**config.mk**
```make
export PLATFORM = sky130hd
export DESIGN_NAME = rib_arbiter_flat
export DESIGN_NICKNAME = d
export VERILOG_FILES = /design/src/rtl/rib_arbiter_pkg.sv /design/src/rtl/rib_arbiter_if.sv /design/src/rtl/rib_rr_pick.sv /design/src/rtl/rib_arbiter.sv /design/src/flat_wrapper.sv
export SDC_FILE = /design/constraint.sdc
export NUM_CORES = 1
export LEC_CHECK = 0
export BUFFER_PORTS_ARGS = -buffer_cell sky130_fd_sc_hd__buf_4
export CORE_AREA = 2 2 160 162
export CTS_CLUSTER_DIAMETER = 30
export DETAILED_ROUTE_END_ITERATION = 8
export DIE_AREA = 0 0 162 164
export SLEW_MARGIN = 20
export SYNTH_ARGS = -nofsm -noshare
export SYNTH_HDL_FRONTEND = slang
export SYNTH_SLANG_ARGS = --single-unit
```
**constraint.sdc**
```tcl
create_clock -name clk -period 1.65 [get_ports clk]
set_input_delay 0.33 -clock clk [delete_from_list [all_inputs] [get_ports clk]]
set_output_delay 0.33 -clock clk [all_outputs]
set_load 0.02 [all_outputs]
```
**src/rtl/rib_arbiter_pkg.sv**
```systemverilog
// Shared constants and helpers for the RIB bus arbiter.
// Master indices, FSM state encoding and default timeout.
package rib_arbiter_pkg;

    localparam int RIB_M0 = 0;
    localparam int RIB_M1 = 1;
    localparam int RIB_M2 = 2;
    localparam int RIB_M3 = 3;

    localparam int RIB_TIMEOUT_DEF = 255;

    typedef enum logic [1:0] {
        RIB_ARB_IDLE = 2'd0,
        RIB_ARB_BUSY = 2'd1,
        RIB_ARB_DONE = 2'd2
    } arb_state_e;

    // Successor in the m0 -> m1 -> m3 -> m0 rotation.
    function automatic logic [1:0] rr_next(input logic [1:0] x);
        case (x)
            2'd0:    return 2'd1;
            2'd1:    return 2'd3;
            default: return 2'd0;
        endcase
    endfunction

    function automatic logic [1:0] oh2idx(input logic [3:0] oh);
        case (oh)
            4'b0001: return 2'd0;
            4'b0010: return 2'd1;
            4'b0100: return 2'd2;
            default: return 2'd3;
        endcase
    endfunction

endpackage

```
**src/rtl/rib_arbiter_if.sv**
```systemverilog
// Master-side and slave-side signal bundle of the RIB arbiter.
// The arbiter uses the master modport; its environment uses slave.
interface rib_arbiter_if #(
    parameter int ADDR_W = 32,
    parameter int DATA_W = 32
);
    logic [3:0]          m_req_i;
    logic [3:0]          m_we_i;
    logic [4*ADDR_W-1:0] m_addr_i;
    logic [4*DATA_W-1:0] m_data_i;
    logic [3:0]          m_ack_o;
    logic [3:0]          m_err_o;
    logic [DATA_W-1:0]   m_data_o;
    logic [3:0]          grant_o;
    logic                bus_req_o;
    logic                bus_we_o;
    logic [ADDR_W-1:0]   bus_addr_o;
    logic [DATA_W-1:0]   bus_data_o;
    logic [DATA_W-1:0]   bus_data_i;
    logic                bus_ack_i;
    logic                hold_flag_o;

    modport master (
        input  m_req_i, m_we_i, m_addr_i, m_data_i,
        input  bus_data_i, bus_ack_i,
        output m_ack_o, m_err_o, m_data_o, grant_o,
        output bus_req_o, bus_we_o, bus_addr_o, bus_data_o,
        output hold_flag_o
    );

    modport slave (
        output m_req_i, m_we_i, m_addr_i, m_data_i,
        output bus_data_i, bus_ack_i,
        input  m_ack_o, m_err_o, m_data_o, grant_o,
        input  bus_req_o, bus_we_o, bus_addr_o, bus_data_o,
        input  hold_flag_o
    );
endinterface

```
**src/rtl/rib_rr_pick.sv**
```systemverilog
// Combinational winner select: JTAG (m2) overrides, otherwise
// round-robin over m0 -> m1 -> m3 starting at rr_ptr_i.
module rib_rr_pick
    import rib_arbiter_pkg::*;
(
    input  logic [3:0] req_i,
    input  logic [1:0] rr_ptr_i,
    output logic [3:0] win_o
);
    logic [1:0] a;
    logic [1:0] b;
    logic [1:0] c;

    always_comb begin
        a = 2'd0;
        b = 2'd1;
        c = 2'd3;
        case (rr_ptr_i)
            2'd1: begin a = 2'd1; b = 2'd3; c = 2'd0; end
            2'd3: begin a = 2'd3; b = 2'd0; c = 2'd1; end
            default: ;
        endcase
    end

    always_comb begin
        win_o = '0;
        if (req_i[RIB_M2])  win_o[RIB_M2] = 1'b1;
        else if (req_i[a])  win_o[a] = 1'b1;
        else if (req_i[b])  win_o[b] = 1'b1;
        else if (req_i[c])  win_o[c] = 1'b1;
    end

endmodule

```
**src/rtl/rib_arbiter.sv**
```systemverilog
// RIB bus arbiter: one transaction at a time, IDLE -> BUSY -> DONE,
// with per-transaction timeout and core hold for non-core owners.
module rib_arbiter
    import rib_arbiter_pkg::*;
#(
    parameter int ADDR_W  = 32,
    parameter int DATA_W  = 32,
    parameter int TIMEOUT = RIB_TIMEOUT_DEF
) (
    input logic             clk,
    input logic             rst,
    rib_arbiter_if.master   bus
);
    localparam logic [7:0] TO_LAST = 8'(TIMEOUT - 1);

    arb_state_e        state_q;
    logic [3:0]        grant_q;
    logic [3:0]        ack_q;
    logic [3:0]        err_q;
    logic [DATA_W-1:0] rdata_q;
    logic [1:0]        rr_q;
    logic [7:0]        cnt_q;
    logic [7:0]        cnt_d;
    logic [3:0]        pick;

    rib_rr_pick u_pick (
        .req_i    (bus.m_req_i),
        .rr_ptr_i (rr_q),
        .win_o    (pick)
    );

    assign cnt_d = cnt_q + 8'd1;

    always_ff @(posedge clk) begin
        if (rst) begin
            state_q <= RIB_ARB_IDLE;
            grant_q <= '0;
            ack_q   <= '0;
            err_q   <= '0;
            rdata_q <= '0;
            rr_q    <= 2'(RIB_M0);
            cnt_q   <= '0;
        end else begin
            ack_q <= '0;
            err_q <= '0;
            unique case (state_q)
                RIB_ARB_IDLE: begin
                    if (|bus.m_req_i) begin
                        grant_q <= pick;
                        cnt_q   <= '0;
                        state_q <= RIB_ARB_BUSY;
                    end
                end
                RIB_ARB_BUSY: begin
                    if (bus.bus_ack_i) begin
                        rdata_q <= bus.bus_data_i;
                        ack_q   <= grant_q;
                        state_q <= RIB_ARB_DONE;
                    end else if (cnt_q == TO_LAST) begin
                        rdata_q <= '0;
                        ack_q   <= grant_q;
                        err_q   <= grant_q;
                        state_q <= RIB_ARB_DONE;
                    end else begin
                        cnt_q <= cnt_d;
                    end
                end
                RIB_ARB_DONE: begin
                    // JTAG grants do not advance the rotation.
                    if (!grant_q[RIB_M2])
                        rr_q <= rr_next(oh2idx(grant_q));
                    grant_q <= '0;
                    state_q <= RIB_ARB_IDLE;
                end
                default: state_q <= RIB_ARB_IDLE;
            endcase
        end
    end

    always_comb begin
        bus.bus_we_o   = 1'b0;
        bus.bus_addr_o = '0;
        bus.bus_data_o = '0;
        for (int n = 0; n < 4; n++) begin
            if (grant_q[n]) begin
                bus.bus_we_o   = bus.bus_we_o | bus.m_we_i[n];
                bus.bus_addr_o = bus.bus_addr_o
                               | bus.m_addr_i[n*ADDR_W +: ADDR_W];
                bus.bus_data_o = bus.bus_data_o
                               | bus.m_data_i[n*DATA_W +: DATA_W];
            end
        end
    end

    // grant_q is nonzero only in BUSY/DONE, so the m0 term stalls
    // the core only while another master owns the bus.
    assign bus.hold_flag_o = grant_q[RIB_M2] | grant_q[RIB_M3]
                           | (bus.m_req_i[RIB_M0] & (|grant_q)
                              & ~grant_q[RIB_M0]);

    assign bus.bus_req_o = (state_q == RIB_ARB_BUSY);
    assign bus.grant_o   = grant_q;
    assign bus.m_ack_o   = ack_q;
    assign bus.m_err_o   = err_q;
    assign bus.m_data_o  = rdata_q;

endmodule
```
**src/flat_wrapper.sv**
```systemverilog
// flat-port wrapper written by rule: the top's interface ports become plain ports
module rib_arbiter_flat import rib_arbiter_pkg::*;
#(
    parameter int ADDR_W  = 32,
    parameter int DATA_W  = 32,
    parameter int TIMEOUT = RIB_TIMEOUT_DEF
)
  (clk, rst, bus_m_req_i, bus_m_we_i, bus_m_addr_i, bus_m_data_i, bus_bus_data_i, bus_bus_ack_i, bus_m_ack_o, bus_m_err_o, bus_m_data_o, bus_grant_o, bus_bus_req_o, bus_bus_we_o, bus_bus_addr_o, bus_bus_data_o, bus_hold_flag_o);
  rib_arbiter_if #(.ADDR_W(ADDR_W), .DATA_W(DATA_W)) bus_i ();
  input logic clk;
  input logic rst;
  input wire logic [$bits(bus_i.m_req_i)-1:0] bus_m_req_i;
  input wire logic [$bits(bus_i.m_we_i)-1:0] bus_m_we_i;
  input wire logic [$bits(bus_i.m_addr_i)-1:0] bus_m_addr_i;
  input wire logic [$bits(bus_i.m_data_i)-1:0] bus_m_data_i;
  input wire logic [$bits(bus_i.bus_data_i)-1:0] bus_bus_data_i;
  input wire logic [$bits(bus_i.bus_ack_i)-1:0] bus_bus_ack_i;
  output wire logic [$bits(bus_i.m_ack_o)-1:0] bus_m_ack_o;
  output wire logic [$bits(bus_i.m_err_o)-1:0] bus_m_err_o;
  output wire logic [$bits(bus_i.m_data_o)-1:0] bus_m_data_o;
  output wire logic [$bits(bus_i.grant_o)-1:0] bus_grant_o;
  output wire logic [$bits(bus_i.bus_req_o)-1:0] bus_bus_req_o;
  output wire logic [$bits(bus_i.bus_we_o)-1:0] bus_bus_we_o;
  output wire logic [$bits(bus_i.bus_addr_o)-1:0] bus_bus_addr_o;
  output wire logic [$bits(bus_i.bus_data_o)-1:0] bus_bus_data_o;
  output wire logic [$bits(bus_i.hold_flag_o)-1:0] bus_hold_flag_o;
  assign bus_i.m_req_i = bus_m_req_i;
  assign bus_i.m_we_i = bus_m_we_i;
  assign bus_i.m_addr_i = bus_m_addr_i;
  assign bus_i.m_data_i = bus_m_data_i;
  assign bus_i.bus_data_i = bus_bus_data_i;
  assign bus_i.bus_ack_i = bus_bus_ack_i;
  assign bus_m_ack_o = bus_i.m_ack_o;
  assign bus_m_err_o = bus_i.m_err_o;
  assign bus_m_data_o = bus_i.m_data_o;
  assign bus_grant_o = bus_i.grant_o;
  assign bus_bus_req_o = bus_i.bus_req_o;
  assign bus_bus_we_o = bus_i.bus_we_o;
  assign bus_bus_addr_o = bus_i.bus_addr_o;
  assign bus_bus_data_o = bus_i.bus_data_o;
  assign bus_hold_flag_o = bus_i.hold_flag_o;
  rib_arbiter #(.ADDR_W(ADDR_W), .DATA_W(DATA_W), .TIMEOUT(TIMEOUT)) u_core (.clk(clk), .rst(rst), .bus(bus_i));
endmodule
```
==> metrics.txt <==
Setup crit start kind flip-flop; cells on worst reg2reg path 6; Critical Path Slowest Stage Cell sky130_fd_sc_hd__dfxtp_4; Placeable Area ~0.025 mm^2; post-synthesis cell type count 47; synthesis warning total 0; chip height 164 um; ratio of total power to cell area 581 mW/mm^2; basic-gate share of the synthesized area counting and, or, nand and nor cells 16.8%; syn_area_per_cell 8.10 um^2; total gr overflow 0; post-route fraction of the period consumed by the critical path 106%; area share of xor/xnor cells in the synthesized design 0.221%; maximum number of pins on one net before global-route repair 65; number of detailed-routing iterations run before antenna repair 5; hold buffers post-CTS 0; fin. max-slew vios 0; combined buffer and inverter count along the critical path 2; number of violations of the max-capacitance limit 0; maximum vdd drop ~0.00037 V; clock insertion delay at the later pin of the skew report 0.30 ns; share of synthesized area spent on multiplexers less than 1%; headroom to the max-slew limit 61.5%; CP Data Arrival Time 1.41 ns; total wire length 26400 um; dominant combinational cell family by area after synthesis compound AO/OA/AOI/OAI gates; Seq/Total Area, Yosys 28.3%; compound-cell area share of the yosys netlist a little under half; total routing resource utilization after global routing ~17%; count of unresolved DRC violations after routing 0; top cell type's share of synthesized area 28.3%; Fmax achieved 574 MHz; number of instances in the synthesized netlist 489; class of the tightest hold or removal check in2reg; clock tree sinks 56; net count of the mapped netlist 790; slowest stage delay, CP 0.39 ns; type of destination of the critical path output port; Final Non-Filler Cells around 1200; number of cells on the worst hold path 3; most area-consuming cells after synthesis sky130_fd_sc_hd__dfxtp_1 28%, sky130_fd_sc_hd__a22oi_1 25%, sky130_fd_sc_hd__a311oi_2 10%, sky130_fd_sc_hd__nand2_1 9.6%, sky130_fd_sc_hd__a21oi_1 4.8%; worst-case setup margin in the final layout -0.0915 ns; fraction of the mapped netlist area in adder cells 0.632%; CP max FO 14; Post-Route Skew 0.00658 ns; initial antenna violation count 18; Worst EP required 1.32 ns; sequence of cells on the critical path bufbuf_16 -> a22oi_2 -> nand2_1 -> buf_4; H-tree depth 2; run status finished with violations; area added between synthesis and finish 116%; cell type group with the largest total delay on the critical path buffers and inverters; largest area contributor in the synthesized netlist sky130_fd_sc_hd__dfxtp_1; IO buf count 409; layout cell share with drive strength beyond 1 64.0%; cts bufs inserted 5; critical path class reg2out; routed via count 5868; number of enable-type register cells in the synthesized netlist 0; Std-Cell Rows between 50 and 60; post-synthesis sequential element count between 50 and 60; floorplan die area 0.0266 mm^2; first-pass GRT wire length roughly 34000 um; clock tree from TritonCTS built; commonest register cell after synthesis sky130_fd_sc_hd__dfxtp_1; Worst Max-Slew Pin Slew 0.571 ns; netlist area before placement between 0.003 and 0.004 mm^2; CTS root buffer sky130_fd_sc_hd__clkbuf_16; number of placed I/O pins 410; Final Net Count ~1200; maximum root-to-sink buffer count 2; number of hold violations in the final report 0; routed length per instance 21.2 um; vias per cell 4.72; Placer Congestion just over 0.8; depth of the critical timing path with buffers and inverters included 4; clock slew at reported path FFs 0.07 ns; die outline width 162 um; total power consumption of the routed design 4.97 mW; leakage power summed over all cells approximately 3.8 nW; placed cell count 1212; count of antenna-violating nets left after detailed routing 0; effective utilization at floorplan 16.0%; Finish-stage setup viols 59; setup repair after global routing missed its margin true; final critical-path required period between 1.5 and 2 ns; share of async-settable or async-resettable flops after synthesis 0%; via count of the first global-routing pass around 5500; violated checks negative setup slack; HPWL Detailed 20100 um; detailed router's first-iteration violation count 335
## layout make-up
type / count / area [um^2]
multi-input combinational: 375 / 2920
sequential: 56 / 1140
clock inverter: 2 / 60.1
inverter: 4 / 15.0
antenna: 5 / 12.5
timing repair buffer: 466 / 3870
tap: 330 / 413
fill: 2610 / 16300
clock buffer: 5 / 125
## power breakdown
part	switching [mW]	internal (mW)	total (mW)
clock	0.505	0.863	1.37
combinational	1.03	1.13	2.16
sequential	0.0465	1.40	1.44
## sequential cells by signal, summed over array words and instances, names as in the netlist
name	cells
u_core.cnt_q	8
u_core.bus.m_ack_o	4
u_core.bus.grant_o	4
u_core.rr_q	2
u_core.state_q	2
u_core.bus.m_data_o	32
u_core.bus.m_err_o	4
## worst paths after layout
check	startpoint	endpoint	slack [ns]
setup / recovery	u_core.bus.grant_o[0]	bus_bus_addr_o[10]	-0.09
hold reg to reg	u_core.rr_q[1]	u_core.rr_q[1]	0.51
hold / removal	bus_bus_data_i[0]	u_core.bus.m_data_o[0]	0.31
setup reg to reg	u_core.cnt_q[0]	u_core.bus.m_data_o[1]	0.08
## cell usage after synthesis, types with 3 or more instances
library cell and number:
sky130_fd_sc_hd__a21oi_1 38, sky130_fd_sc_hd__clkbuf_1 29, sky130_fd_sc_hd__buf_6 3, sky130_fd_sc_hd__buf_1 7, sky130_fd_sc_hd__o21ai_0 7, sky130_fd_sc_hd__o211ai_1 3, sky130_fd_sc_hd__nand2_1 101, sky130_fd_sc_hd__a32o_1 3
sky130_fd_sc_hd__a22oi_1 130, sky130_fd_sc_hd__a311oi_1 7, sky130_fd_sc_hd__buf_2 13, sky130_fd_sc_hd__nor4b_1 3, sky130_fd_sc_hd__nor2_1 4, sky130_fd_sc_hd__inv_1 4, sky130_fd_sc_hd__and3_1 6, sky130_fd_sc_hd__dfxtp_1 56
sky130_fd_sc_hd__nand2b_1 3, sky130_fd_sc_hd__a311oi_2 27, sky130_fd_sc_hd__nor3_1 3, sky130_fd_sc_hd__and2_1 4, sky130_fd_sc_hd__nor2b_1 3
## layout by cell type (no fill, tap or decap), types with 2 or more instances in the layout
master                      count
sky130_fd_sc_hd__a22oi_2       64
sky130_fd_sc_hd__o21ai_0        7
sky130_fd_sc_hd__a311oi_2      29
sky130_fd_sc_hd__dfxtp_4        4
sky130_fd_sc_hd__and3_1         5
sky130_fd_sc_hd__diode_2        5
sky130_fd_sc_hd__a32o_1         3
sky130_fd_sc_hd__a311oi_1       5
sky130_fd_sc_hd__a21oi_1       38
sky130_fd_sc_hd__buf_8          4
sky130_fd_sc_hd__nand2_1      100
sky130_fd_sc_hd__nor2_1         4
sky130_fd_sc_hd__dfxtp_1       51
sky130_fd_sc_hd__buf_6         34
sky130_fd_sc_hd__and4_1         2
sky130_fd_sc_hd__or4_1          2
sky130_fd_sc_hd__bufinv_16      2
sky130_fd_sc_hd__o2111a_1       2
sky130_fd_sc_hd__nor2b_1        2
sky130_fd_sc_hd__buf_4        415
sky130_fd_sc_hd__a31oi_1        2
sky130_fd_sc_hd__and2_1         4
sky130_fd_sc_hd__clkbuf_16      9
sky130_fd_sc_hd__nor3_1         3
sky130_fd_sc_hd__nor4b_1        3
sky130_fd_sc_hd__mux2i_1        2
sky130_fd_sc_hd__buf_12         6
sky130_fd_sc_hd__inv_1          4
sky130_fd_sc_hd__a22oi_1       66
sky130_fd_sc_hd__nand2b_1       3
sky130_fd_sc_hd__a211oi_1       2
sky130_fd_sc_hd__bufbuf_16      2
sky130_fd_sc_hd__o211ai_1       3
## tightest hold or removal path: cells and delay by family
| kind | cells | cell delay, ns |
|---|---|---|
| buf+inv | 1 | 0.11 |
| compound gates | 1 | 0.07 |
| simple gates | 1 | 0.05 |
## metrics by stage
stage	hold WS [ns]	TNS (ns)	util [%]	area, um^2	setup WS [ns]
global route	0.309	-7.24	34.4	8540	-0.154
global placement	0.476	0	30.4	7550	0.0743
CTS	0.305	-5.76	32.6	8100	-0.140
floorplan	0.460	0	-	3970	0.0197
detailed placement	0.493	0	30.4	7550	0.0313
finish	0.312	-3.32	34.5	8550	-0.0915
## kinds of logic after synthesis
family | Yosys count
DFF | 56
buffers and inverters | 58
adders and majority gates | 2
xor gates and xnor gates | 1
and+or+nand+nor | 141
AOI/OAI and AO/OA | 229
muxes | 2
## metal layers
| layer | global-route usage, % | up-vias | routed length [um] |
|---|---|---|---|
| met5 | 0 | - | 155 |
| met4 | 2.70 | 24 | 339 |
| met3 | 11.5 | 41 | 3730 |
| met2 | 25.1 | 296 | 11600 |
| met1 | 21.0 | 2748 | 10500 |
| li1 | - | 2759 | - |
## repair_timing
action,in CTS,in global routing
setup buffers,8,4
gates cloned,2,5
endpoints found under the setup margin,61,99
pin swaps,7,4
endpoints found under the hold margin,0,0
resized for setup,57,65
No activity file was read; power rests on OpenSTA's default activity.
